**src/rtl/uart_rx_array.sv**
```systemverilog
// rtl/uart_rx_array.sv - N-channel oversampling UART receiver merged into one tagged byte stream
// Optional parity stage: define UART_RX_PARITY_EN.
module uart_rx_array #(
  parameter int NUM_CHANNELS = 8,
  parameter int DATA_BITS    = 8,
  parameter int OVERSAMPLE   = 16,
  parameter int DIV_WIDTH    = 16,
  parameter int CHAN_W       = (NUM_CHANNELS > 1) ? $clog2(NUM_CHANNELS) : 1
) (
  input  logic                    CLK,
  input  logic                    reset,
  input  logic [DIV_WIDTH-1:0]    baud_div,
  input  logic [NUM_CHANNELS-1:0] rx,
  output logic                    out_valid,
  input  logic                    out_ready,
  output logic [DATA_BITS-1:0]    out_data,
  output logic [CHAN_W-1:0]       out_chan,
  output logic                    out_ferr,
  output logic                    out_perr,
  output logic [NUM_CHANNELS-1:0] overrun,
  input  logic [NUM_CHANNELS-1:0] overrun_clr,
  output logic                    irq
);
  localparam int CNT_W = $clog2(OVERSAMPLE);
  localparam int BIT_W = $clog2(DATA_BITS);
  localparam logic [CNT_W-1:0] CNT_HALF = CNT_W'(OVERSAMPLE / 2 - 1);
  localparam logic [CNT_W-1:0] CNT_FULL = CNT_W'(OVERSAMPLE - 1);
  localparam logic [BIT_W-1:0] BIT_LAST = BIT_W'(DATA_BITS - 1);

  typedef enum logic [2:0] {S_IDLE, S_START, S_DATA, S_PARITY, S_STOP, S_BREAK} state_t;

  logic [DIV_WIDTH-1:0]                   r_presc;
  logic                                   w_tick;
  logic [NUM_CHANNELS-1:0]                r_sync1, r_sync2;
  logic [NUM_CHANNELS-1:0]                w_hold_valid, w_take, w_ovr_set;
  logic [NUM_CHANNELS-1:0][DATA_BITS-1:0] w_hold_data;
  logic [NUM_CHANNELS-1:0]                w_hold_ferr, w_hold_perr;
  logic [CHAN_W-1:0]                      r_last_grant, w_hit, w_idx;
  logic                                   w_found, w_free;
  int                                     w_tmp;

  // >= rather than == so a lowered baud_div cannot strand the counter above it
  assign w_tick = (r_presc >= baud_div);

  always_ff @(posedge CLK) begin
    if (reset) begin
      r_presc <= '0;
      r_sync1 <= '1;
      r_sync2 <= '1;
    end else begin
      r_presc <= w_tick ? '0 : r_presc + DIV_WIDTH'(1);
      r_sync1 <= rx;
      r_sync2 <= r_sync1;
    end
  end

  for (genvar g = 0; g < NUM_CHANNELS; g++) begin : g_ch
    state_t               r_state, w_state;
    logic [CNT_W-1:0]     r_cnt, w_cnt;
    logic [BIT_W-1:0]     r_bit, w_bit;
    logic [DATA_BITS-1:0] r_shift, w_shift;
    logic                 w_done, w_ferr, w_perr, w_sample;
    logic                 r_hv, r_hf, r_hp;
    logic [DATA_BITS-1:0] r_hd;
`ifdef UART_RX_PARITY_EN
    logic                 r_par, w_par;
`endif

    assign w_sample = r_sync2[g];

    always_comb begin
      w_state = r_state;
      w_cnt   = r_cnt;
      w_bit   = r_bit;
      w_shift = r_shift;
      w_done  = 1'b0;
      w_ferr  = 1'b0;
      w_perr  = 1'b0;
`ifdef UART_RX_PARITY_EN
      w_par   = r_par;
`endif
      if (w_tick) begin
        case (r_state)
          S_IDLE: if (!w_sample) begin
            w_state = S_START;
            w_cnt   = '0;
          end
          S_START: if (r_cnt == CNT_HALF) begin
            w_cnt = '0;
            w_bit = '0;
            w_state = w_sample ? S_IDLE : S_DATA;
          end else w_cnt = r_cnt + CNT_W'(1);
          S_DATA: if (r_cnt == CNT_FULL) begin
            w_cnt = '0;
            w_shift[r_bit] = w_sample;
            if (r_bit == BIT_LAST) begin
`ifdef UART_RX_PARITY_EN
              w_state = S_PARITY;
`else
              w_state = S_STOP;
`endif
            end else w_bit = r_bit + BIT_W'(1);
          end else w_cnt = r_cnt + CNT_W'(1);
`ifdef UART_RX_PARITY_EN
          S_PARITY: if (r_cnt == CNT_FULL) begin
            w_cnt   = '0;
            w_par   = w_sample;
            w_state = S_STOP;
          end else w_cnt = r_cnt + CNT_W'(1);
`endif
          S_STOP: if (r_cnt == CNT_FULL) begin
            w_cnt   = '0;
            w_done  = 1'b1;
            w_ferr  = !w_sample;
`ifdef UART_RX_PARITY_EN
            w_perr  = ^{r_shift, r_par};
`endif
            w_state = w_sample ? S_IDLE : S_BREAK;
          end else w_cnt = r_cnt + CNT_W'(1);
          S_BREAK: if (w_sample) w_state = S_IDLE;
          default: w_state = S_IDLE;
        endcase
      end
    end

    always_ff @(posedge CLK) begin
      if (reset) begin
        r_state <= S_IDLE;
        r_cnt   <= '0;
        r_bit   <= '0;
        r_shift <= '0;
        r_hv    <= 1'b0;
        r_hd    <= '0;
        r_hf    <= 1'b0;
        r_hp    <= 1'b0;
      end else begin
        r_state <= w_state;
        r_cnt   <= w_cnt;
        r_bit   <= w_bit;
        r_shift <= w_shift;
        if (w_done && (!r_hv || w_take[g])) begin
          r_hv <= 1'b1;
          r_hd <= r_shift;
          r_hf <= w_ferr;
          r_hp <= w_perr;
        end else if (w_take[g]) begin
          r_hv <= 1'b0;
        end
      end
    end

`ifdef UART_RX_PARITY_EN
    always_ff @(posedge CLK) begin
      if (reset) r_par <= 1'b0;
      else       r_par <= w_par;
    end
`endif

    assign w_ovr_set[g]    = w_done & r_hv & ~w_take[g];
    assign w_hold_valid[g] = r_hv;
    assign w_hold_data[g]  = r_hd;
    assign w_hold_ferr[g]  = r_hf;
    assign w_hold_perr[g]  = r_hp;
  end

  always_ff @(posedge CLK) begin
    if (reset) overrun <= '0;
    else       overrun <= w_ovr_set | (overrun & ~overrun_clr);
  end

  assign w_free = !out_valid || out_ready;

  // Rotating-priority search starting just after the last granted channel
  always_comb begin
    w_found = 1'b0;
    w_hit   = r_last_grant;
    w_take  = '0;
    w_tmp   = 0;
    w_idx   = '0;
    for (int k = 1; k <= NUM_CHANNELS; k++) begin
      w_tmp = int'(r_last_grant) + k;
      if (w_tmp >= NUM_CHANNELS) w_tmp = w_tmp - NUM_CHANNELS;
      w_idx = CHAN_W'(w_tmp);
      if (!w_found && w_hold_valid[w_idx]) begin
        w_found = 1'b1;
        w_hit   = w_idx;
      end
    end
    if (w_free && w_found) w_take[w_hit] = 1'b1;
  end

  always_ff @(posedge CLK) begin
    if (reset) begin
      out_valid    <= 1'b0;
      out_data     <= '0;
      out_chan     <= '0;
      out_ferr     <= 1'b0;
      out_perr     <= 1'b0;
      r_last_grant <= CHAN_W'(NUM_CHANNELS - 1);
    end else if (w_free) begin
      if (w_found) begin
        out_valid    <= 1'b1;
        out_data     <= w_hold_data[w_hit];
        out_chan     <= w_hit;
        out_ferr     <= w_hold_ferr[w_hit];
        out_perr     <= w_hold_perr[w_hit];
        r_last_grant <= w_hit;
      end else begin
        out_valid <= 1'b0;
      end
    end
  end

  assign irq = out_valid | (|overrun);
endmodule
```
**config.mk**
```make
export PLATFORM = sky130hd
export DESIGN_NAME = uart_rx_array
export DESIGN_NICKNAME = d
export VERILOG_FILES = /design/src/rtl/uart_rx_array.sv
export SDC_FILE = /design/constraint.sdc
export NUM_CORES = 1
export LEC_CHECK = 0
export CORE_MARGIN = 4
export CORE_UTILIZATION = 25
export CTS_BUF_LIST = sky130_fd_sc_hd__clkbuf_2
export DETAILED_ROUTE_END_ITERATION = 8
export HOLD_SLACK_MARGIN = 0.12
export PLACE_DENSITY = 0.51
export SYNTH_ARGS = -nofsm -noshare
export SYNTH_HDL_FRONTEND = slang
export SYNTH_SLANG_ARGS = --single-unit
```
**constraint.sdc**
```tcl
create_clock -name CLK -period 11.11 [get_ports CLK]
set_input_delay 1.6665 -clock CLK [delete_from_list [all_inputs] [get_ports CLK]]
set_output_delay 1.6665 -clock CLK [all_outputs]
set_load 0.01 [all_outputs]
```
==> impl_results.md, run 1 <==
* Starting Density at 25.4%
* Vias at 12514
* Fraction of layout cells with a size suffix above 1 at 13.0%
* Status: finished clean
* Prevailing post-synth register cell: dfxtp_1
* Final hold vios at 0
* Critical Path Start Type: flop
* Final WL at 39200 µm
* DRC viols at 0
* RSZ-0062 raised after global routing: false
* Setup TNS at 0 ns
* Nets at 1836
* Max IR drop VDD at 0.0000411 V
* Routability cong. at 0.846
* Critical path class: flop to flop
* WL met2 at 18300 µm
* Crit-path cells: inv_2 -> ha_1 -> mux4_2 -> nor4_2 -> nor2b_1 -> a221oi_2 -> xnor2_2 -> buf_4 -> nand2_1 -> o31ai_1 -> nand3_1 -> a21oi_1
* Final setup fails at 0
* Number of flops mapped to enable cells by yosys at 0
* CP endpoint kind: flop
* Most frequent cell after synthesis: dfxtp_1
* TritonCTS clock tree: yes
* Max Slew Vio Count at 0
* GRT overflow at 0
* H-tree depth at 3
* Clock root buffer master: clkbuf_2
* Top cells by area, synth: dfxtp_1, mux2i_1, mux4_2, nand2b_1, nor2_1
* Clock Skew at 0.0684 ns
* Final core utilization at 28.4%
* Synth cell types at 74
* Via-to-Cell Ratio at 4.84
* Worst hold path class: flop to flop
* Yosys warns at 0
* Post-Synthesis Cells at 1732
* F_max at 0.181 GHz
* Largest area contributor in the netlist: dfxtp_1
* Top sig layer: met4
* First-pass GRT wire length at 63600 µm
* Post-CTS Setup Inserts at 0
* CP Max Fanout at 23
* Post-DR wirelength/cell at 15.2 µm
* Mean post-synth cell area at 8.71 µm²
* Final setup margin at 5.60 ns
* Critical Path RT at 12.01 ns
* Area grow syn2layout at 11.8%
* Core area at 59400 µm²
* Pre-CTS WS at 5.63 ns
* Slew margin rel. at 14.0%
* Sequential share of the synthesized area at 37.2%
* Hpwl dp at 27200 µm
* Met3 wire len at 2010 µm
* Resize count post-CTS at 0
* Clock tree sinks at 280
* CTS clk-pin slew, worst paths at 0.10 ns
* Final worst-path cycle share at 49.6%
* # rows at 89
* Antenna viol nets, final at 0
* Hold Buf Count CTS at 0
* Die W at 254 µm
* I/O pins at 58
* Yosys reg bits at 280
* Max Cap Viol at 0
* Commonest cells in the netlist: dfxtp_1, nor2_1, nand2_1, a21oi_1, mux2i_1
* Met1 Wirelength at 17600 µm
* PwrDens at 114 nW/µm²
* CP peak stage delay at 1.06 ns
* Max Root-Sink Buffers at 3
* GRT Util Overall at 12.0%
* Worst slew pin tran at 1.28 ns
* Async set-reset flop share out of synthesis at 0%
* Initial antenna violation count at 1
* Data arrival time of the worst path at 6.41 ns
* Tmin final at 5.51 ns
* Crit path max-delay cell type: o31ai_1
* Largest net degree at the start of global routing at 134
* Vias in the first global route at 12233
* Full die area at 64300 µm²
* Synthesized area at 15100 µm²
* P_leak at 6.10 nW
* Mapped Nets at 1810
* Die Ht at 254 µm
* Port Buffers at 56
* Initial DRC Count at 840
* Num CTS Buffers at 79
* Clock latency on the worst-skew pair at 0.96 ns
* Iteration count of the initial detailed-routing pass at 5
* Yosys top cell area share at 37.2%
==> critical path, delay by kind of cell, from the launching register on <==
family | cells | cell delay, ns
adder cells (fa/ha/maj) | 1 | 0.81
AO/OA/AOI/OAI | 3 | 1.38
XOR/XNOR | 1 | 0.15
multiplexers | 1 | 0.47
AND/OR/NAND/NOR | 4 | 1.15
flip-flops | 1 | 0.93
buffers and inverters | 2 | 0.55
==> layout make-up <==
class	instances	area, µm²
fillers	6318	42500
multi-input cells	1294	8820
clock buffers	110	551
clock inverters	21	151
flip-flops and latches	280	5610
repair buffers	63	618
diodes	2	5.00
well taps	773	967
inverters	40	150
==> flip-flops by register name, summed over array words and instances (netlist names) <==
name	count
g_ch.r_hf	8
g_ch.r_cnt	32
out_ferr	1
r_presc	16
g_ch.r_shift	64
g_ch.r_hd	64
out_data	8
out_valid	1
r_sync2	8
r_last_grant	3
g_ch.r_state	24
r_sync1	8
g_ch.r_bit	24
g_ch.r_hv	8
overrun	8
out_chan	3
==> worst paths after layout <==
kind	from	endpoint	slack, ns	depth (start not counted)
max	r_last_grant[0]$_SDFFE_PP1P_	g_ch[7].r_hd[2]$_SDFFE_PP0P_	5.60	12
min	r_sync1[2]$_SDFF_PP1_	r_sync2[2]$_SDFF_PP1_	0.42	1
min reg2reg	r_sync1[2]$_SDFF_PP1_	r_sync2[2]$_SDFF_PP1_	0.42	1
max reg2reg	r_last_grant[0]$_SDFFE_PP1P_	g_ch[7].r_hd[2]$_SDFFE_PP0P_	5.60	12
==> cell families (layout without fill, tap and decap cells) <==
| group | Yosys count | count (layout) | share of synthesized area [%] |
|---|---|---|---|
| simple gates | 762 | 762 | 26.9 |
| compound gates | 284 | 284 | 11.7 |
| flops | 280 | 280 | 37.2 |
| mux | 172 | 172 | 14.3 |
| buf+inv | 158 | 234 | 4.50 |
| fa+ha+maj | 44 | 44 | 3.63 |
| xor+xnor | 31 | 31 | 1.80 |
| other cells | 1 | 3 | 0.0249 |
==> routing by layer <==
metal / vias to the layer above / track usage [%]
li1: 6242 / -
met1: 5923 / 15.1
met2: 283 / 19.8
met3: 66 / 2.69
met4: 0 / 5.49
met5: - / 0
==> per-stage QoR <==
step	power, W	instance area, µm²	hold WS (ns)	instances
detailed placement	0.00119	16200	0.405	2450
global placement	0.00119	16200	0.401	2450
CTS	0.00198	16900	0.416	2581
finish	0.00193	16900	0.416	2583
global route	0.00204	16900	0.420	2583
floorplan	0.00115	15100	0.389	1732
==> power breakdown <==
| group | leakage (nW) | switching [W] | internal, W |
|---|---|---|---|
| clock network | 0.525 | 0.000449 | 0.000313 |
| registers | 2.26 | 0.0000167 | 0.00101 |
| logic | 3.31 | 0.0000793 | 0.0000597 |
==> cells in the final DEF (no fill, tap or decap), types with 7 or more instances in the layout <==
cell type and n:
xnor2_1 13, or2_2 34, and3_1 11, or4_1 19
buf_4 7, nor3_1 32, clkinv_1 12, nand2b_1 120
a21bo_2 9, nand4b_1 14, mux2i_1 128, or3b_1 8
xor2_1 17, nand4_1 35, inv_1 39, nor4b_1 11
clkdlybuf4s50_1 55, nor3b_1 10, o21ai_0 57, a22oi_1 12
or3b_2 11, nand3_1 68, and2_1 8, ha_1 43
o31ai_1 13, nor4_1 10, nor2b_1 31, a21o_1 12
nand2_1 132, a21oi_1 128, clkbuf_2 110, nor2_1 176
mux4_2 34, dfxtp_1 280, or3_1 19
No activity file was read; power rests on OpenSTA's default activity.
==> run 2: changes to the inputs <==
--- a/config.mk
+++ b/config.mk
@@ -10,7 +10,7 @@
 export CTS_BUF_LIST = sky130_fd_sc_hd__clkbuf_2
 export DETAILED_ROUTE_END_ITERATION = 8
 export HOLD_SLACK_MARGIN = 0.12
-export PLACE_DENSITY = 0.51
+export PLACE_DENSITY = 0.53
 export SYNTH_ARGS = -nofsm -noshare
 export SYNTH_HDL_FRONTEND = slang
 export SYNTH_SLANG_ARGS = --single-unit
==> constraint.sdc (replaced) <==
create_clock -name CLK -period 4.7 [get_ports CLK]
set_input_delay 0.705 -clock CLK [delete_from_list [all_inputs] [get_ports CLK]]
set_output_delay 0.705 -clock CLK [all_outputs]
set_load 0.01 [all_outputs]
==> impl_results.md, run 2 (synthesized netlist as in run 1, its figures left out) <==
* Status: finished clean (unchanged)
* DRC viols at 0 (unchanged)
* CP peak stage delay at 0.93 ns (was 1.06 ns)
* TritonCTS clock tree: yes (unchanged)
* Hpwl dp at 27200 µm (about the same)
* CP Depth at 11 (was 12)
* I/O pins at 58 (unchanged)
* H-tree depth at 3 (unchanged)
* Placed cells at 2467 (was 2450)
* Setup TNS at 0 ns (unchanged)
* Worst hold path class: primary input to flop (was flop to flop)
* Worst reg2reg startpoint: r_last_grant[1]$_SDFFE_PP1P_ (was r_last_grant[0]$_SDFFE_PP1P_)
* Clock tree sinks at 280 (unchanged)
* Commonest non-fill, non-tap cells in the layout: dfxtp_1, nor2_1, nand2_1 (unchanged)
* Commonest non-fill, non-tap cell in the layout: dfxtp_1 (unchanged)
* Hold-critical path depth at 2 (was 1)
* Final WL at 38500 µm (was 39200 µm)
* Die W at 254 µm (unchanged)
* Clock latency on the worst-skew pair at 0.96 ns (about the same)
* Crit path max-delay cell type: a21oi_1 (was o31ai_1)
* Max Cap Viol at 0 (unchanged)
* Initial antenna violation count at 1 (unchanged)
* RSZ-0062 raised after global routing: false (unchanged)
* Antenna viol nets, final at 0 (unchanged)
* Final worst-path cycle share at 93.0% (was 49.6%)
* Port Buffers at 56 (unchanged)
* Routability cong. at 0.812 (was 0.846)
* F_max at 0.229 GHz (was 0.181 GHz)
* Largest net degree at the start of global routing at 122 (was 134)
* HP Start: rx[4] (was r_sync1[2]$_SDFF_PP1_)
* GRT Util Overall at 11.8% (was 12.0%)
* Worst Hold Path EP: r_sync1[4]$_SDFF_PP1_ (was r_sync2[2]$_SDFF_PP1_)
* Area grow syn2layout at 12.5% (was 11.8%)
* GRT overflow at 0 (unchanged)
* P_leak at 6.18 nW (was 6.10 nW)
* Critical Path Start Type: flop (unchanged)
* Biggest regs: g_ch.r_hd: 64 flops, g_ch.r_shift: 64 flops, g_ch.r_cnt: 32 flops (unchanged)
* Fraction of layout cells with a size suffix above 1 at 14.0% (was 13.0%)
* Critical Path RT at 5.50 ns (was 12.01 ns)
* Max Slew Vio Count at 0 (unchanged)
* Critical path class: flop to flop (unchanged)
* Tmin final at 4.37 ns (was 5.51 ns)
* Vias at 12561 (was 12514)
* Clock root buffer master: clkbuf_2 (unchanged)
* R2r setup slk at 0.33 ns (was 5.60 ns)
* Worst slew pin tran at 1.12 ns (was 1.28 ns)
* Initial DRC Count at 683 (was 840)
* First-pass GRT wire length at 62800 µm (was 63600 µm)
* Die Ht at 254 µm (unchanged)
* Starting Density at 25.4% (unchanged)
* Slew margin rel. at 25.0% (was 14.0%)
* CTS clk-pin slew, worst paths at 0.09 ns (was 0.10 ns)
* Full die area at 64300 µm² (unchanged)
* Critical Path Most Common Cell: o211ai_1
* Core area at 59400 µm² (unchanged)
* Final std cells w/o fill at 2600 (was 2583)
* CP Max Fanout at 10 (was 23)
* Post-DR wirelength/cell at 14.8 µm (was 15.2 µm)
* # rows at 89 (unchanged)
* Crit path max-delay family: compound AO/OA/AOI/OAI gates (unchanged)
* Iteration count of the initial detailed-routing pass at 5 (unchanged)
* Crit-path cells: inv_1 -> ha_1 -> mux4_2 -> a211o_1 -> o22ai_4 -> o211ai_1 -> o211ai_1 -> and2_1 -> nand3_1 -> a21oi_1 -> mux2_1 (was inv_2 -> ha_1 -> mux4_2 -> nor4_2 -> nor2b_1 -> a221oi_2 -> xnor2_2 -> buf_4 -> nand2_1 -> o31ai_1 -> nand3_1 -> a21oi_1)
* Nets at 1853 (was 1836)
* Resize count post-CTS at 0 (unchanged)
* CP endpoint kind: flop (unchanged)
* PwrDens at 266 nW/µm² (was 114 nW/µm²)
* Via-to-Cell Ratio at 4.83 (was 4.84)
* Max Root-Sink Buffers at 3 (unchanged)
* Data arrival time of the worst path at 5.18 ns (was 6.41 ns)
* Reg2reg end: g_ch[4].r_hf$_SDFFE_PP0P_ (was g_ch[7].r_hd[2]$_SDFFE_PP0P_)
* Num CTS Buffers at 78 (was 79)
* Vias in the first global route at 12265 (was 12233)
* Max IR drop VDD at 0.000108 V (was 0.0000411 V)
* CP bufs+invs at 1 (was 2)
* Final setup fails at 0 (unchanged)
* R2r worst-path depth at 11 (was 12)
* Final hold vios at 0 (unchanged)
* Fill cells at 6347 (was 6318)
* Clock Skew at 0.0627 ns (was 0.0684 ns)
==> run 2: area by class of cell <==
type / count / area (µm²) / share of cell area [%]
diodes: 1 / 2.50 / 0.0147
clock buffers: 114 / 571 / 3.36
clock inverters: 17 / 98.8 / 0.582
inverters: 40 / 150 / 0.885
multi-input cells: 1294 / 8820 / 52.0
flip-flops and latches: 280 / 5610 / 33.0
well taps: 773 / 967 / 5.70
repair buffers: 81 / 756 / 4.45
==> run 2: layer usage <==
| layer | vias up | track usage, % | routed length [µm] |
|---|---|---|---|
| met5 | - | 0 | 0 |
| met4 | 0 | 4.25 | 796 |
| met3 | 59 | 2.65 | 1890 |
| met2 | 246 | 19.5 | 18200 |
| met1 | 5994 | 15.3 | 17700 |
| li1 | 6262 | - | - |
==> run 2: power breakdown <==
| part | total (W) | switching, W | internal, W |
|---|---|---|---|
| logic | 0.000351 | 0.000198 | 0.000153 |
| registers | 0.00242 | 0.0000286 | 0.00239 |
| clock network | 0.00175 | 0.00105 | 0.000696 |
==> run 2: per-stage QoR <==
step	total power [W]	worst slack (ns)	utilization, %	area, µm²	hold slack [ns]
floorplan	0.00272	0.826	-	15100	0.389
global placement	0.00282	0.530	27.4	16300	0.391
detailed placement	0.00283	0.401	27.4	16300	0.397
CTS	0.00463	0.368	28.6	17000	0.176
global route	0.00477	0.0308	28.6	17000	0.227
finish	0.00452	0.328	28.6	17000	0.323
==> run 2: what timing repair did <==
action	in CTS	in global routing
buffers inserted	0	0
endpoints found under the hold margin	5	0
endpoints found under the setup margin	0	0
hold buffers	1	0
==> run 2: worst max-delay path by stage <==
stage                                      to                          from  slack (ns)
global route        g_ch[4].r_hf$_SDFFE_PP0P_  r_last_grant[1]$_SDFFE_PP1P_        0.03
finish              g_ch[4].r_hf$_SDFFE_PP0P_  r_last_grant[1]$_SDFFE_PP1P_        0.33
detailed placement  g_ch[4].r_hf$_SDFFE_PP0P_  r_last_grant[0]$_SDFFE_PP1P_        0.40
CTS                 g_ch[4].r_hf$_SDFFE_PP0P_  r_last_grant[1]$_SDFFE_PP1P_        0.37
global placement    g_ch[4].r_hf$_SDFFE_PP0P_  r_last_grant[0]$_SDFFE_PP1P_        0.53
floorplan           g_ch[5].r_hf$_SDFFE_PP0P_  r_last_grant[1]$_SDFFE_PP1P_        0.83
